### config.mk
export PLATFORM = sky130hd
export DESIGN_NAME = prog_loader
export DESIGN_NICKNAME = d
export VERILOG_FILES = /design/src/rtl/prog_loader.sv
export SDC_FILE = /design/constraint.sdc
export NUM_CORES = 1
export LEC_CHECK = 0
export ABC_AREA = 1
export CORE_MARGIN = 1.5
export CORE_UTILIZATION = 48
export DETAILED_ROUTE_END_ITERATION = 12
export PLACE_DENSITY = 0.78
export SETUP_SLACK_MARGIN = 0.2
export SLEW_MARGIN = 20
export SYNTH_ARGS = -nofsm -noshare
export SYNTH_HDL_FRONTEND = slang
export SYNTH_SLANG_ARGS = --single-unit
export TNS_END_PERCENT = 20
### constraint.sdc
create_clock -name clk -period 1.4 [get_ports clk]
set_input_delay 0.28 -clock clk [delete_from_list [all_inputs] [get_ports clk]]
set_output_delay 0.28 -clock clk [all_outputs]
set_load 0.01 [all_outputs]
### src/rtl/prog_loader.sv
// ---------------------------------------------------------------------------
// prog_loader
//   Writer side of the SAP instruction path. Accepts a byte stream from an
//   external source (UART receiver, switch panel, ...) and writes it into the
//   SAP RAM over BUS. It uses the same mar_in / ram_in strobes that the
//   instruction decoder issues. The CPU is held off the bus while a load runs,
//   and a one-cycle cpu_rst pulse at the end restarts fetch at address 0.
//
// Ports
//   clk        : system clock, rising edge
//   cls        : asynchronous active-low reset
//   start      : load request, sampled only in IDLE
//   prog_len   : number of bytes to load (0 or > DEPTH means DEPTH)
//   byte_valid : source presents a byte on byte_data
//   byte_data  : program byte
//   byte_ready : loader accepts a byte this cycle
//   bus_oe     : loader drives BUS
//   bus_out    : BUS value (0 when bus_oe is low)
//   mar_in     : MAR load strobe
//   ram_in     : RAM write strobe
//   cpu_hold   : CPU must stay off BUS and not advance
//   cpu_rst    : one-cycle restart pulse for fetch counter and PC
//   busy       : load in progress
//   done       : one-cycle completion pulse
//   addr       : current write address
//
// Every output is a flop. Its next value is decoded from the next state, so
// each output lines up exactly with the state it belongs to. There is no
// combinational path from an input to an output.
// ---------------------------------------------------------------------------
module prog_loader #(
    parameter int ADDR_W = 4,
    parameter int DEPTH  = 16
) (
    input  logic              clk,
    input  logic              cls,
    input  logic              start,
    input  logic [ADDR_W:0]   prog_len,
    input  logic              byte_valid,
    input  logic [7:0]        byte_data,
    output logic              byte_ready,
    output logic              bus_oe,
    output logic [7:0]        bus_out,
    output logic              mar_in,
    output logic              ram_in,
    output logic              cpu_hold,
    output logic              cpu_rst,
    output logic              busy,
    output logic              done,
    output logic [ADDR_W-1:0] addr
);

    typedef enum logic [2:0] {
        IDLE      = 3'd0,
        WAIT_BYTE = 3'd1,
        SET_ADDR  = 3'd2,
        WRITE     = 3'd3,
        DONE      = 3'd4
    } state_t;

    localparam logic [ADDR_W:0]   DEPTH_V    = (ADDR_W+1)'(DEPTH);
    localparam logic [ADDR_W:0]   ONE_V      = (ADDR_W+1)'(1);
    localparam logic [ADDR_W-1:0] FULL_LAST  = ADDR_W'(DEPTH - 1);
    localparam logic [ADDR_W-1:0] ADDR_ONE   = ADDR_W'(1);

    state_t            state_r, state_s;
    logic [ADDR_W-1:0] addr_r, addr_s;
    logic [ADDR_W-1:0] last_r, last_s;
    logic [7:0]        data_r, data_s;
    logic [ADDR_W:0]   len_m1_s;
    logic [ADDR_W-1:0] len_last_s;

    logic              byte_ready_s, bus_oe_s, mar_in_s, ram_in_s;
    logic              cpu_hold_s, cpu_rst_s, busy_s, done_s;
    logic [7:0]        bus_out_s;

    // Last write address derived from the requested length; 0 and oversize mean a full RAM
    always_comb begin
        len_m1_s = prog_len - ONE_V;
        if ((prog_len == {(ADDR_W+1){1'b0}}) || (prog_len > DEPTH_V)) begin
            len_last_s = FULL_LAST;
        end else begin
            len_last_s = len_m1_s[ADDR_W-1:0];
        end
    end

    // Next-state and datapath register updates
    always_comb begin
        state_s = state_r;
        addr_s  = addr_r;
        last_s  = last_r;
        data_s  = data_r;
        case (state_r)
            IDLE: begin
                if (start) begin
                    addr_s  = {ADDR_W{1'b0}};
                    last_s  = len_last_s;
                    state_s = WAIT_BYTE;
                end else begin
                    state_s = IDLE;
                end
            end
            WAIT_BYTE: begin
                if (byte_valid) begin
                    data_s  = byte_data;
                    state_s = SET_ADDR;
                end else begin
                    state_s = WAIT_BYTE;
                end
            end
            SET_ADDR: begin
                state_s = WRITE;
            end
            WRITE: begin
                if (addr_r == last_r) begin
                    state_s = DONE;
                end else begin
                    addr_s  = addr_r + ADDR_ONE;
                    state_s = WAIT_BYTE;
                end
            end
            DONE: begin
                addr_s  = {ADDR_W{1'b0}};
                state_s = IDLE;
            end
            default: begin
                addr_s  = {ADDR_W{1'b0}};
                state_s = IDLE;
            end
        endcase
    end

    // Output decode from the next state so the registered outputs track the state register
    always_comb begin
        byte_ready_s = 1'b0;
        bus_oe_s     = 1'b0;
        bus_out_s    = 8'h00;
        mar_in_s     = 1'b0;
        ram_in_s     = 1'b0;
        cpu_hold_s   = 1'b0;
        cpu_rst_s    = 1'b0;
        busy_s       = 1'b0;
        done_s       = 1'b0;
        case (state_s)
            IDLE: begin
                cpu_hold_s = 1'b0;
            end
            WAIT_BYTE: begin
                byte_ready_s = 1'b1;
                cpu_hold_s   = 1'b1;
                busy_s       = 1'b1;
            end
            SET_ADDR: begin
                bus_oe_s   = 1'b1;
                bus_out_s  = {{(8-ADDR_W){1'b0}}, addr_s};
                mar_in_s   = 1'b1;
                cpu_hold_s = 1'b1;
                busy_s     = 1'b1;
            end
            WRITE: begin
                bus_oe_s   = 1'b1;
                bus_out_s  = data_s;
                ram_in_s   = 1'b1;
                cpu_hold_s = 1'b1;
                busy_s     = 1'b1;
            end
            DONE: begin
                done_s     = 1'b1;
                cpu_rst_s  = 1'b1;
                cpu_hold_s = 1'b1;
            end
            default: begin
                cpu_hold_s = 1'b0;
            end
        endcase
    end

    // State and datapath registers
    always_ff @(posedge clk or negedge cls) begin
        if (!cls) begin
            state_r <= IDLE;
            addr_r  <= {ADDR_W{1'b0}};
            last_r  <= {ADDR_W{1'b0}};
            data_r  <= 8'h00;
        end else begin
            state_r <= state_s;
            addr_r  <= addr_s;
            last_r  <= last_s;
            data_r  <= data_s;
        end
    end

    // Registered outputs
    always_ff @(posedge clk or negedge cls) begin
        if (!cls) begin
            byte_ready <= 1'b0;
            bus_oe     <= 1'b0;
            bus_out    <= 8'h00;
            mar_in     <= 1'b0;
            ram_in     <= 1'b0;
            cpu_hold   <= 1'b0;
            cpu_rst    <= 1'b0;
            busy       <= 1'b0;
            done       <= 1'b0;
            addr       <= {ADDR_W{1'b0}};
        end else begin
            byte_ready <= byte_ready_s;
            bus_oe     <= bus_oe_s;
            bus_out    <= bus_out_s;
            mar_in     <= mar_in_s;
            ram_in     <= ram_in_s;
            cpu_hold   <= cpu_hold_s;
            cpu_rst    <= cpu_rst_s;
            busy       <= busy_s;
            done       <= done_s;
            addr       <= addr_s;
        end
    end

endmodule

# After elaboration in Yosys (flattened, before gate mapping)
# Index checks and enable logic that the tools add are counted.
[word_totals]
register_bits = 34
in_bits = 17
[classes]
order_cmp = 1
mux = 18
n_addsub = 2
n_eq_ne = 8
reduce_logical = 8
[op_table]
columns = ["operator", "n"]
rows = [
  ["8-bit 2-to-1 mux", 2],
  ["8-bit one-hot mux with 2 select lines", 1],
  ["3-bit by 2-bit == test with 1-bit output (second input constant)", 4],
  ["4-bit 2-to-1 mux", 3],
  ["3-bit one-hot mux with 4 select lines", 1],
  ["4-bit one-hot mux with 3 select lines", 1],
  ["1-bit 2-to-1 mux", 8],
  ["3-bit by 1-bit == test with 1-bit output (second input constant)", 2],
  ["5-bit > comparator (second input constant)", 1],
  ["5-bit zero test", 1],
  ["4-bit by 1-bit adder with 4-bit output (second input constant)", 1],
  ["4-bit == test", 1],
  ["2-bit OR reduction", 2],
  ["4-bit OR reduction", 1],
  ["4-bit by 1-bit subtractor with 4-bit output (second input constant)", 1],
  ["3-bit == test (second input constant)", 1],
  ["3-bit zero test", 1],
  ["3-bit 2-to-1 mux", 1],
  ["3-bit OR reduction", 1],
  ["2-bit 2-to-1 mux", 1],
  ["2-bit AND reduction", 1],
  ["1-bit logical OR", 1],
]

# Depth between registers and ports, before layout
[logic_depth]
word_depth = 6
depth_mapped = 10

# Least setup slack after synthesis
# OpenSTA, ideal clock, no wires.
[synth_timing]
path_kind = "reg2reg"
start = "register, netlist name addr[0]"
end = "register addr[0]"
t_required_ns = 1.280
arrival_ns = 1.159
setup_time_ns = 0.120
period_less_slack_ns = 1.279
stages_incl_launch_ff = 9
setup_slack_ns = 0.121
cell_sequence = "dfrtp_1 > inv_1 > nand2_1 > nand2_1 > nor2_1 > nand2_1 > nand2_1 > nand2_1 > and3_1"
[synth_rtl]
columns = ["item", "line_no", "source"]
rows = [
  ["to (signal assigned)", "205", "addr <= {ADDR_W{1'b0}};"],
  ["to (signal assigned)", "216", "addr <= addr_s;"],
  ["to (decl)", "50", "output logic [ADDR_W-1:0] addr"],
]

==> flow_metrics.py <==
metrics = {
    "power_and_ir_drop": {
        "p_int_mw": 2.68,
        "leakagePower_nw": 1.28,
        "p_total_mw": 4.63,
        "pwr-share-seq_pct": 34.2,
        "switching_share_pct": 42.0,
        "max-vdd-ir-drop_uv": 973,
        "switching_power_mw": 1.94,
        "powerDensity_nw_per_um2": 2000,
        "pwr-share-comb_pct": 52.7,
        "power_frac_clock_pct": 13.1,
    },
    "synth": {
        "async_flop_share_pct": 100,
        "avgSynthCellArea_um2": 8.85,
        "netlist.area_leader.share_pct": 56.5,
        "synth_most_common_cell": "nand2_1",
        "synthFlopType": "dfrtp_1",
        "yosysWarnings": 0,
        "ys_ff_latch": 34,
        "ys_seq_area_share_pct": 56.5,
        "synth_commonest_cells": "nand2_1 (65), dfrtp_1 (34), inv_1 (25)",
        "syn_inst": 170,
        "synth_edf_count": 0,
        "ys_types": 20,
        "synth.largest_area_cell": "dfrtp_1",
        "syn_area_um2": 1510,
        "netlist_top_cells_area": "dfrtp_1 (57%), nand2_1 (16%), inv_1 (6.2%)",
        "synth_nets": 189,
    },
    "clocking": {
        "cts_tree": "yes",
        "htree_levels": 2,
        "numCtsBuffers": 5,
        "clkLatencyLatePin_ns": 0.36,
        "cts_sinks": 34,
        "cts-root-buf": "clkbuf_4",
        "clk_pin_slew_ns": 0.12,
        "cts_max_path_buffers": 2,
        "ctsHoldBuffers": 0,
    },
    "hold_path": {
        "min_path_type": "in2async",
    },
    "critical_path": {
        "critPathCaptureType": "flip-flop",
        "critPathMostFrequentCell": "nand2_4",
        "critPathArrivalTime_ns": 1.68,
        "worst-endpoint-required_ns": 1.70,
        "critPathLaunchType": "flip-flop",
        "worstPathCellList": "buf_6, nand2_4, nand2_4, nor2_4, nand3_4, nand2_4, nand2_2, nand2_2, buf_4",
        "cpPeakStageDelay_ns": 0.43,
        "worstSetupPathType": "reg2reg",
        "crit_slowest_cell": "dfrtp_2",
        "worstPathMaxFanout": 5,
    },
    "route": {
        "vias": 1441,
        "ant_nets": 0,
        "drc": 0,
        "drt_iter0_markers": 64,
        "firstDrtPassIters": 4,
        "routed_wl_mm": 4.43,
        "wl_per_cell_um": 15.5,
        "post_drt_via_cell_ratio": 5.06,
    },
    "floorplan": {
        "dieArea_um2": 3480,
        "io_pins": 37,
        "die_w_um": 59,
        "rows": 20,
        "floorplan.initialDensity_pct": 49.7,
        "die_y_um": 59,
        "core-area_um2": 3030,
    },
    "timing": {
        "setup_viol": 0,
        "maxClockFrequency_mhz": 723,
        "fin_crit_ns": 1.38,
        "skew_ns": 0.0107,
        "timing.final.ws_setup_ns": 0.0169,
        "hold_slack_ns": 0.277,
        "rsz0062_at_grt": "true",
        "slew_violations": 0,
        "period_share_pct": 98.8,
        "hold_viol_final": 0,
        "slew_headroom_pct": 80.9,
        "tightest_slew_ns": 0.285,
    },
    "grt": {
        "grt_max_degree": 35,
        "grtUsageTotal_pct": 23.2,
        "grt_pass1_vias": 1302,
        "grt_pass1_wl_mm": 5.80,
        "antenna_found_initial": 0,
        "grt-ovfl-total": 0,
    },
    "final_layout": {
        "nNetsFinal": 259,
        "fin_area_um2": 2310,
        "diodes": 0,
        "drive_gt1_share_pct": 36.9,
        "areaGrowthSynthToFinish_pct": 53.5,
    },
    "place": {
        "dp_slack_ns": -0.207,
        "place_area_um2": 1980,
        "place_congestion": 0.797,
        "portBuffers": 36,
        "hpwl_mm": 2.31,
    },
    "job": {
        "maxCapViolCount": 0,
    },
    "run_status": {
        "status": "finished clean",
    },
}
-- metal layers --
layer  up-vias  track usage [%]  wire [um]
met2        62             39.4       2230
met1       701             26.4       1730
li1        658                -          -
met3        20             7.86        245
met5         -                0          0
met4         0             10.4        216
-- cells in the final DEF, fill, tap and decap left out, types with 2 or more instances in the layout --
master	count
nand2_1	49
dfrtp_1	28
buf_4	22
inv_1	20
clkdlybuf4s50_1	16
nand2_2	14
dlygate4sd2_1	13
o21ai_0	7
nand3_1	7
buf_6	7
inv_2	6
nand2_4	6
dfrtp_2	6
clkbuf_4	5
buf_2	5
nor2_4	3
nor3_4	3
xor2_1	3
nand3_2	2
a21oi_1	2
o21ai_1	2
ha_2	2
buf_12	2
-- critical path: cells and delay by family, from the launching register on --
kind                   cells  cell delay [ns]
flip-flops                 1             0.43
buffers and inverters      2             0.24
AND/OR/NAND/NOR            7             0.64
-- what timing repair did --
item,in CTS,in global routing
endpoints found under the setup margin,39,50
pin swaps,10,11
gates resized for setup,51,35
setup buffers,10,11
-- state kept, by name, summed over array words and instances, names as in the netlist --
| name | count |
|---|---|
| bus_out | 8 |
| data_r | 8 |
| addr | 4 |
| last_r | 4 |
| state_r | 3 |
| bus_oe | 1 |
| busy | 1 |
| byte_ready | 1 |
| cpu_hold | 1 |
| done | 1 |
| mar_in | 1 |
| ram_in | 1 |
-- logic make-up (layout without fill, tap and decap cells) --
| kind of cell | after synthesis | in the layout | synth area share [%] |
|---|---|---|---|
| AO/OA/AOI/OAI | 11 | 11 | 3.66 |
| XOR/XNOR | 4 | 4 | 2.33 |
| adder cells (fa/ha/maj) | 2 | 2 | 1.66 |
| buffers and inverters | 30 | 101 | 8.31 |
| flip-flops | 34 | 34 | 56.5 |
| AND/OR/NAND/NOR | 89 | 89 | 27.5 |
-- power by group through the flow --
stage	Clock [mW]	Combinational, mW	Sequential, mW
finish	0.607	2.44	1.58
floorplan	0	0.927	1.63
global route	0.661	2.62	1.61
global placement	0	1.64	1.58
CTS	0.598	1.86	1.55
detailed placement	0	1.71	1.60
-- per-stage QoR --
step / TNS, ns / utilization [%] / cells
2_1_floorplan: 0 / - / 170
3_3_place_gp: -1.15 / 65.5 / 256
3_5_place_dp: -1.38 / 65.5 / 256
4_1_cts: 0 / 69.8 / 274
5_1_grt: -0.269 / 76.3 / 285
6_report: 0 / 76.3 / 285
-- area by class of cell --
| class | instances | area (um2) |
|---|---|---|
| Sequential cell | 34 | 858 |
| Fill cell | 184 | 717 |
| Multi-Input combinational cell | 106 | 637 |
| Timing Repair Buffer | 66 | 593 |
| Inverter | 27 | 104 |
| Tap cell | 44 | 55.1 |
| Clock buffer | 6 | 51.3 |
| Clock inverter | 2 | 12.5 |
-- final timing paths --
path | from | endpoint | slack (ns) | cells after the start
max | addr[1] | addr[2] | 0.02 | 9
min | cls | data_r[5] | 0.28 | 2
max reg2reg | addr[1] | addr[2] | 0.02 | 9
min reg2reg | data_r[2] | data_r[2] | 0.49 | 2
max in group asynchronous | cls | addr[2] | 0.93 | 2
min in group clk | byte_data[0] | data_r[0] | 0.48 | 3
No activity file was read; power rests on OpenSTA's default activity.
